File: src/rtl/instrumented_adder_meter.sv
// instrumented_adder_meter: measurement controller for the instrumented adder
// ring-oscillator experiment. Latches adder operands, enables the rings, lets
// them settle, then counts synchronised rising edges per channel over a gate
// window. Optional sum check is enabled by defining INSTR_ADDER_SUM_CHECK_EN.

// Per-channel tap synchroniser, rise detector and saturating edge counter.
module iam_chan #(
  parameter int CNT_W = 24
) (
  input  logic             i_clk,
  input  logic             i_rst,
  input  logic             i_clr,
  input  logic             i_clr_ovf,
  input  logic             i_cnt_en,
  input  logic             i_ring,
  output logic [CNT_W-1:0] o_count,
  output logic             o_ovf
);
  // r_sync[1:0] is the two-flop synchroniser, r_sync[2] the previous value
  logic [2:0] r_sync;
  logic       w_rise;
  logic       w_max;

  assign w_rise = r_sync[1] & ~r_sync[2];
  assign w_max  = &o_count;

  // Synchronise the asynchronous ring tap and keep one cycle of history
  always_ff @(posedge i_clk) begin
    if (i_rst) r_sync <= '0;
    else       r_sync <= {r_sync[1:0], i_ring};
  end

  // Saturating edge counter; an edge arriving at full scale flags overflow
  always_ff @(posedge i_clk) begin
    if (i_rst) begin
      o_count <= '0;
      o_ovf   <= 1'b0;
    end else begin
      if (i_clr)                          o_count <= '0;
      else if (i_cnt_en && w_rise && !w_max) o_count <= o_count + CNT_W'(1);
      if (i_clr_ovf)                      o_ovf <= 1'b0;
      else if (i_cnt_en && w_rise && w_max)  o_ovf <= 1'b1;
    end
  end
endmodule

module instrumented_adder_meter #(
  parameter int WIDTH      = 32,
  parameter int CHANNELS   = 2,
  parameter int CNT_W      = 24,
  parameter int WIN_W      = 16,
  parameter int SETTLE_CYC = 4
) (
  input  logic                      wb_clk_i,
  input  logic                      wb_rst_i,
  input  logic                      active,
  input  logic                      start_i,
  input  logic [WIN_W-1:0]          window_i,
  input  logic [WIDTH-1:0]          a_i,
  input  logic [WIDTH-1:0]          b_i,
  input  logic [WIDTH-1:0]          sum_i,
  input  logic [CHANNELS-1:0]       ring_i,
  output logic [WIDTH-1:0]          a_o,
  output logic [WIDTH-1:0]          b_o,
  output logic [CHANNELS-1:0]       ring_en_o,
  output logic [CHANNELS*CNT_W-1:0] count_o,
  output logic [CHANNELS-1:0]       ovf_o,
  output logic                      busy_o,
  output logic                      done_o,
  output logic                      sum_err_o
);
  localparam int ST_W = $clog2(SETTLE_CYC + 1);

  typedef enum logic [1:0] {S_IDLE, S_SETTLE, S_COUNT, S_DONE} state_t;

  state_t           r_state, w_next;
  logic [ST_W-1:0]  r_set_cnt;
  logic [WIN_W-1:0] r_window;
  logic [WIN_W-1:0] r_win_cnt;
  logic             w_start;
  logic             w_abort;
  logic             w_set_last;
  logic             w_cnt_last;
  logic             w_cnt_en;

  assign w_start    = (r_state == S_IDLE) && active && start_i;
  assign w_abort    = !active && ((r_state == S_SETTLE) || (r_state == S_COUNT));
  assign w_set_last = (r_set_cnt == ST_W'(SETTLE_CYC - 1));
  // <= 1 rather than == 1 so a zero count can never keep COUNT alive
  assign w_cnt_last = (r_win_cnt <= WIN_W'(1));
  assign w_cnt_en   = (r_state == S_COUNT);

  // State register
  always_ff @(posedge wb_clk_i) begin
    if (wb_rst_i) r_state <= S_IDLE;
    else          r_state <= w_next;
  end

  // Next-state and state-decoded outputs
  always_comb begin
    w_next    = r_state;
    busy_o    = 1'b0;
    done_o    = 1'b0;
    ring_en_o = '0;
    case (r_state)
      S_IDLE: begin
        if (w_start) w_next = S_SETTLE;
      end
      S_SETTLE: begin
        busy_o    = 1'b1;
        ring_en_o = '1;
        if (!active)         w_next = S_IDLE;
        else if (w_set_last) w_next = (r_window == '0) ? S_DONE : S_COUNT;
      end
      S_COUNT: begin
        busy_o    = 1'b1;
        ring_en_o = '1;
        if (!active)         w_next = S_IDLE;
        else if (w_cnt_last) w_next = S_DONE;
      end
      S_DONE: begin
        done_o = 1'b1;
        w_next = S_IDLE;
      end
      default: w_next = S_IDLE;
    endcase
  end

  // Operand/window latch on start, settle up-counter, window down-counter
  always_ff @(posedge wb_clk_i) begin
    if (wb_rst_i) begin
      a_o       <= '0;
      b_o       <= '0;
      r_window  <= '0;
      r_win_cnt <= '0;
      r_set_cnt <= '0;
    end else if (w_start) begin
      a_o       <= a_i;
      b_o       <= b_i;
      r_window  <= window_i;
      r_win_cnt <= window_i;
      r_set_cnt <= '0;
    end else begin
      if ((r_state == S_SETTLE) && !w_set_last) r_set_cnt <= r_set_cnt + ST_W'(1);
      if ((r_state == S_COUNT) && (r_win_cnt != '0)) r_win_cnt <= r_win_cnt - WIN_W'(1);
    end
  end

  // One counter instance per ring tap; abort clears counts, only start clears overflow
  for (genvar ch = 0; ch < CHANNELS; ch++) begin : g_chan
    iam_chan #(.CNT_W(CNT_W)) u_chan (
      .i_clk     (wb_clk_i),
      .i_rst     (wb_rst_i),
      .i_clr     (w_start | w_abort),
      .i_clr_ovf (w_start),
      .i_cnt_en  (w_cnt_en),
      .i_ring    (ring_i[ch]),
      .o_count   (count_o[ch*CNT_W +: CNT_W]),
      .o_ovf     (ovf_o[ch])
    );
  end

`ifdef INSTR_ADDER_SUM_CHECK_EN
  logic [WIDTH-1:0] w_sum_ref;
  assign w_sum_ref = a_o + b_o;

  // Sticky adder-result check, sampled once on the last settle cycle
  always_ff @(posedge wb_clk_i) begin
    if (wb_rst_i)     sum_err_o <= 1'b0;
    else if (w_start) sum_err_o <= 1'b0;
    else if ((r_state == S_SETTLE) && active && w_set_last && (sum_i != w_sum_ref))
      sum_err_o <= 1'b1;
  end
`else
  logic w_unused_sum;
  assign w_unused_sum = ^sum_i;
  assign sum_err_o    = 1'b0;
`endif
endmodule

File: config.mk
export PLATFORM = sky130hd
export DESIGN_NAME = instrumented_adder_meter
export DESIGN_NICKNAME = d
export VERILOG_FILES = /design/src/rtl/instrumented_adder_meter.sv
export SDC_FILE = /design/constraint.sdc
export NUM_CORES = 1
export LEC_CHECK = 0
export ABC_AREA = 1
export CORE_MARGIN = 10
export CORE_UTILIZATION = 33
export DETAILED_ROUTE_END_ITERATION = 10
export PLACE_DENSITY = 0.69
export RECOVER_POWER = 100
export SYNTH_ARGS = -nofsm -noshare
export SYNTH_HDL_FRONTEND = slang
export SYNTH_SLANG_ARGS = --single-unit
File: constraint.sdc
create_clock -name wb_clk_i -period 2.35 [get_ports wb_clk_i]
set_input_delay 0.5875 -clock wb_clk_i [delete_from_list [all_inputs] [get_ports wb_clk_i]]
set_output_delay 0.5875 -clock wb_clk_i [all_outputs]
set_load 0.01 [all_outputs]
Word level (Yosys, flattened, before mapping)
Cells that the tools add are included.

cells by class
  add/sub/neg operators = 4
  $mul = 0
  divide/modulo/power cells = 0
  magnitude comparators = 1
  eq/ne operators = 7
  shifts and indexed selects = 0
  muxes and demuxes = 12
  bitwise logic cells = 5
  reduce and logical (&&, ||, !) cells = 26

operators by type and width
  cell                     number
  $add A24 B1 Y24 const B  2
  $reduce_and A24 Y1       2
  $mux W16                 2
  $le A16 B1 Y1 const B    1
  $logic_not A16 Y1        1
  $reduce_bool A16 Y1      1
  $sub A16 B1 Y16 const B  1
  $mux W2                  6
  $logic_and A1 B1 Y1      11
  $pmux W2 S4              1
  $ne A3 B3 Y1 const B     2
  $reduce_or A2 Y1         3
  $eq A2 B2 Y1 const B     2
  $logic_not A1 Y1         4
  $add A3 B1 Y3 const B    1
  $eq A3 B2 Y1 const B     1
  $mux W1                  3
  $reduce_and A3 Y1        1
  $and A1 B1 Y1            2
  $eq A2 B1 Y1 const B     1
  $logic_not A2 Y1         1
  $ne A2 B2 Y1 const B     1
  $not A1 Y1               2
  $reduce_bool A2 Y1       1
  2 further kinds          2

storage, ports and cells
  bits in registers = 157
  bits in latches = 0
  memory bits (writable) = 0
  ROM bits = 0
  output and inout bits = 119
  logic and storage cells = 67
  memories = 0

Logic depth before layout (Yosys ltp)
  depth after elaboration = 5
  depth in mapped cells = 11

Modules after synthesis
A second synthesis with hierarchy kept.

unflattened totals
  cell total of the unflattened synthesis = 1097
  area total of the unflattened synthesis = 7489.7 um^2

by module, submodules not included
  module                    instances  cells each  area each (um^2)  seq. area each (um^2)
  instrumented_adder_meter  1          607         4331.7            2021.9
  iam_chan                  2          245         1579.0            560.5

Least setup slack after synthesis
OpenSTA, ideal clock, no wires.

  path type = flip-flop to flip-flop
  start = reg g_chan[1].u_chan.o_count[0]
  end = reg g_chan[1].u_chan.o_count[11]
  arrival = 1.584 ns
  data required time = 2.225 ns
  slack = 0.641 ns
  cell stages (with the launch flop) = 12
  period minus slack after synthesis = 1.709 ns
  cells stage by stage = dfxtp_1 > ha_1 > inv_1 > nor2_4 > nand2_4 > nor2_8 > nand2_4 > nand2_4 > inv_2 > buf_6 > nand2_1 > a21oi_2

on the way
  word-level cells in the longest chain between the ends = 3
  elaborated cells on any way between the ends = 4
  those cells by class = add/sub (1); reduce/logical (3)

RTL lines
  element                                                                  line  RTL
  from (decl)                                                              16    output logic [CNT_W-1:0] o_count,
  from (signal assigned)                                                   40    else if (i_cnt_en && w_rise && !w_max) o_count <= o_count + CNT_W'(1);
  parallel branches: the longest is 3 deep, another holds $add A24 B1 Y24  -

Several ways; the timed one is not identified.
A chain may end at the register's enable or synchronous reset.

Worst setup path in the final report
  start = reg r_state[1]
  end = out done_o

on the way
  word-level cells in the longest chain between the ends = 2

RTL lines
  element                 line  RTL
  from (decl)             76    state_t r_state, w_next;
  from (signal assigned)  96    else r_state <= w_next;
  $eq A2 B2 Y1            105   case (r_state)
  $mux W1                 105
  to (decl)               69    output logic done_o,

Every way passes these cells.

==> metrics.md <==
| Metric | Value |
|---|---|
| Netlist cell types | `33` |
| Htree depth | `4` |
| Hold slack | `0.404 ns` |
| CP Data Required Time | `approximately 1.8 ns` |
| Vias in the first global route | `7043` |
| Mux cell area share after synthesis | `0%` |
| Die height | `172 microns` |
| Max-Slew Margin vs Limit | `-25.3%` |
| First-pass GRT wire length | `35800 microns` |
| Setup TNS | `0 ns` |
| CTS Sinks | `157` |
| Switching part of the total power | `approximately 29%` |
| Largest net degree at the start of global routing | `88` |
| Initial Util | `33.5%` |
| #FFs+latches synth | `157` |
| Post-Layout Cell Count | `1587` |
| CP max stage cell | `dlygate4sd3_1` |
| Hold_sp | `g_chan[1].u_chan.r_sync[0]$_SDFF_PP0_` |
| Worst-path fanout max | `4` |
| Fin util | `45.7%` |
| Placed Instances | `1555` |
| # diodes | `0` |
| Die Span X | `172 microns` |
| CP Capture Type | `output port` |
| Layout cells sized above 1 | `6.84%` |
| RSZ-0062 raised after global routing | `no` |
| Comb power frac | `17.6%` |
| Crit start category | `flip-flop` |
| Area grow syn2layout | `36.7%` |
| CTS buffer count | `17` |
| Vias per inst | `between 4 and 5` |
| Synth Area in Adders | `1.98%` |
| Hold_buf cts | `0` |
| WS Path Type | `flip-flop to output port` |
| Maximum VDD drop | `452 uV` |
| Register share of total power | `41.5%` |
| Internal power | `4.98 mW` |
| Syn Inst Count | `1102` |
| Clock latency on the worst-skew pair | `~0.43 ns` |
| CP startpoint | `r_state[1]$_SDFFE_PP0P_` |
| DRT iter0 DRCs | `between 400 and 500` |
| Avg WL per Cell | `14.3 microns` |
| Synthesized Nets | `1232` |
| Worst-Margin Slew | `1.88 ns` |
| FF-to-FF Start | `g_chan[1].u_chan.o_count[1]$_SDFFE_PP0P_` |
| CORE AREA | `0.0226 sq mm` |
| I/O Buffers | `203` |
| DR DRC count | `1` |
| Gr usage total | `between 15 and 20%` |
| Max frequency | `around 0.45 GHz` |
| Critical Path Max Stage Delay | `0.63 ns` |
| Final max-slew violation count | `88` |
| Total power | `~7.0 mW` |
| Final worst-path cycle share | `94.5%` |
| Failing checks | `design-rule violations, max-capacitance violations, max-slew violations` |
| Clk pin slew, worst setup/hold paths | `0.06 ns` |
| Synth Area in Simple Gates | `31.9%` |
| Max-cap violations | `1` |
| Synth warn | `0` |
| Fin. Hold Viols | `0` |
| Root Buffer | `clkbuf_16` |
| Final min period | `2.22 ns` |
| Total congestion overflow | `0` |
| Outcome | `finished with violations` |
| Die footprint | `a little under 0.03 sq mm` |
| Ports | `between 200 and 250` |
| Worst endpoint data arrival time | `about 1.6 ns` |
| Clock power frac | `slightly above 40%` |
| Syn Area/Cell | `between 6 and 7 sq um` |
| DRT Pass-1 Iters | `8` |
| CTS tree | `done` |
| CTS max path bufs | `2` |
| Hold/Removal Path Class | `flip-flop to flip-flop` |
| Total wire length | `~23000 microns` |
| Endpoints failing setup | `0` |
| Critical path, cell by cell | `ha_1, dlygate4sd3_1` |
| Area of the mapped netlist | `0.00758 sq mm` |
| Flop2flop setup slack | `0.22 ns` |
| Initial antenna violation count | `0` |
| P_sw | `between 1.5 and 2 mW` |
| Sequential fraction of the synthesis area | `41.5%` |
| Detailed-route via count | `roughly 7400` |
| Routability Congestion | `0.845` |
| Nets | `1419` |
| Antenna viol nets, final | `0` |
| Synth Area in XOR/XNOR | `3.35%` |
| Synth Area in Compound Gates | `12.8%` |
| Pwr per Cell Area | `674 mW/mm^2` |
| Largest family of logic cells by synthesized area | `simple AND/OR/NAND/NOR gates` |
| Number of placement rows | `55` |
| Post-Route Skew | `0.0118 ns` |
| Fill cell count | `roughly 2300` |
| Leak Pwr | `approximately 4.3 nW` |
| Final HPWL DP | `around 16000 microns` |
==> metal layers <==
metal	global-route usage, %	wire length, microns	vias up
met3	7.36	2640	20
met4	4.16	270	0
met2	24.1	10200	248
met5	0	0	-
li1	-	-	3823
met1	17.7	9600	3342
==> kinds of logic after synthesis <==
group	after synthesis
other cells	1
compound gates	176
fa+ha+maj	12
simple gates	586
xor+xnor	29
buf+inv	141
flops	157
==> timing repair <==
action                                 in CTS  in global routing
setup buffers                               0                  0
gates resized for setup                     4                  0
endpoints found under the hold margin       0                  0
setup endpoints to repair                   3                  0
==> flip-flops by register name (all words and copies together), names as in the netlist <==
signal                 cells
r_state                    2
r_win_cnt                 16
b_o                       32
g_chan.u_chan.r_sync       6
g_chan.u_chan.o_ovf        2
r_window                  16
a_o                       32
g_chan.u_chan.o_count     48
r_set_cnt                  3
==> power by group through the flow <==
| stage | sequential (mW) | combinational (mW) | clock [mW] |
|---|---|---|---|
| 2_1_floorplan | 2.97 | 0.725 | 0 |
| 3_3_place_gp | 2.95 | 1.26 | 0 |
| 3_5_place_dp | 2.95 | 1.28 | 0 |
| 4_1_cts | 2.90 | 1.29 | 2.92 |
| 5_1_grt | 2.91 | 1.38 | 3.01 |
| 6_report | 2.89 | 1.23 | 2.86 |
==> cell usage in the layout, fill, tap and decap left out, types with 2 or more instances in the layout <==
cell type | netlist | final
or2_2 | 2 | 2
inv_1 | 87 | 88
bufinv_16 | 0 | 2
nand2_2 | 17 | 10
dfxtp_1 | 157 | 157
a21oi_2 | 18 | 17
dlygate4sd3_1 | 0 | 115
buf_4 | 5 | 10
inv_2 | 3 | 2
nand3b_1 | 2 | 2
nor2_4 | 3 | 2
xnor2_1 | 13 | 13
nor3_2 | 2 | 2
nor2_1 | 132 | 134
clkdlybuf4s50_1 | 0 | 84
a21oi_1 | 111 | 112
o21ai_0 | 32 | 33
clkbuf_8 | 0 | 3
nand2_1 | 374 | 381
buf_12 | 2 | 2
nand4_1 | 10 | 10
clkbuf_16 | 0 | 17
nand2_4 | 4 | 4
clkinvlp_4 | 0 | 5
o21bai_1 | 2 | 2
inv_6 | 0 | 3
dlygate4sd2_1 | 0 | 3
clkbuf_2 | 0 | 2
nand3_1 | 34 | 34
xor2_1 | 16 | 16
clkbuf_1 | 16 | 2
nor2_2 | 4 | 3
ha_1 | 12 | 12
o22ai_1 | 12 | 12
==> through the flow <==
| step | setup WS, ns | instance area, sq um |
|---|---|---|
| global route | 0.0685 | 10400 |
| detailed placement | 0.0642 | 9830 |
| CTS | 0.175 | 10400 |
| finish | 0.129 | 10400 |
| floorplan | 0.641 | 7580 |
| global placement | 0.0979 | 9830 |
==> synth_stat cells (all sizes together) <==
| master | instances | area share [%] |
|---|---|---|
| nand4 | 10 | 0.83 |
| clkinv | 1 | 0.049 |
| inv | 90 | 4.5 |
| xnor2 | 13 | 1.5 |
| xor2 | 16 | 1.8 |
| a21oi | 129 | 9.4 |
| nand3b | 2 | 0.20 |
| o21ai | 33 | 2.2 |
| buf | 34 | 3.2 |
| nor2 | 140 | 7.6 |
| or2 | 2 | 0.17 |
| nor3 | 2 | 0.26 |
| conb | 1 | 0.049 |
| ha | 12 | 2.0 |
| nand3 | 34 | 2.2 |
| nand2 | 395 | 21 |
| clkbuf | 16 | 0.79 |
| nor4 | 1 | 0.083 |
| o21bai | 2 | 0.20 |
| dfxtp | 157 | 41 |
| o22ai | 12 | 0.99 |
==> area by class of cell <==
| class | count | area [sq um] | share of cell area [%] |
|---|---|---|---|
| clock buffers | 21 | 470 | 4.54 |
| clock inverters | 11 | 133 | 1.28 |
| inverters | 91 | 342 | 3.30 |
| multi-input cells | 804 | 3760 | 36.3 |
| flip-flops and latches | 157 | 3140 | 30.3 |
| well taps | 285 | 357 | 3.44 |
| repair buffers | 218 | 2150 | 20.8 |
==> worst max-delay path, delay by kind of cell (launching register included) <==
family | cells | cell delay [ns]
adder cells (fa/ha/maj) | 1 | 0.22
buffers and inverters | 1 | 0.63
flip-flops | 1 | 0.37
==> path summary, 6_finish.rpt <==
kind / cells after the start / endpoint
worst min register to register: 2 / g_chan[1].u_chan.r_sync[1]$_SDFF_PP0_
worst min-delay path: 2 / g_chan[1].u_chan.r_sync[1]$_SDFF_PP0_
worst max register to register: 10 / g_chan[1].u_chan.o_count[1]$_SDFFE_PP0P_
worst max-delay path: 2 / done_o
No activity file was read; power rests on OpenSTA's default activity.
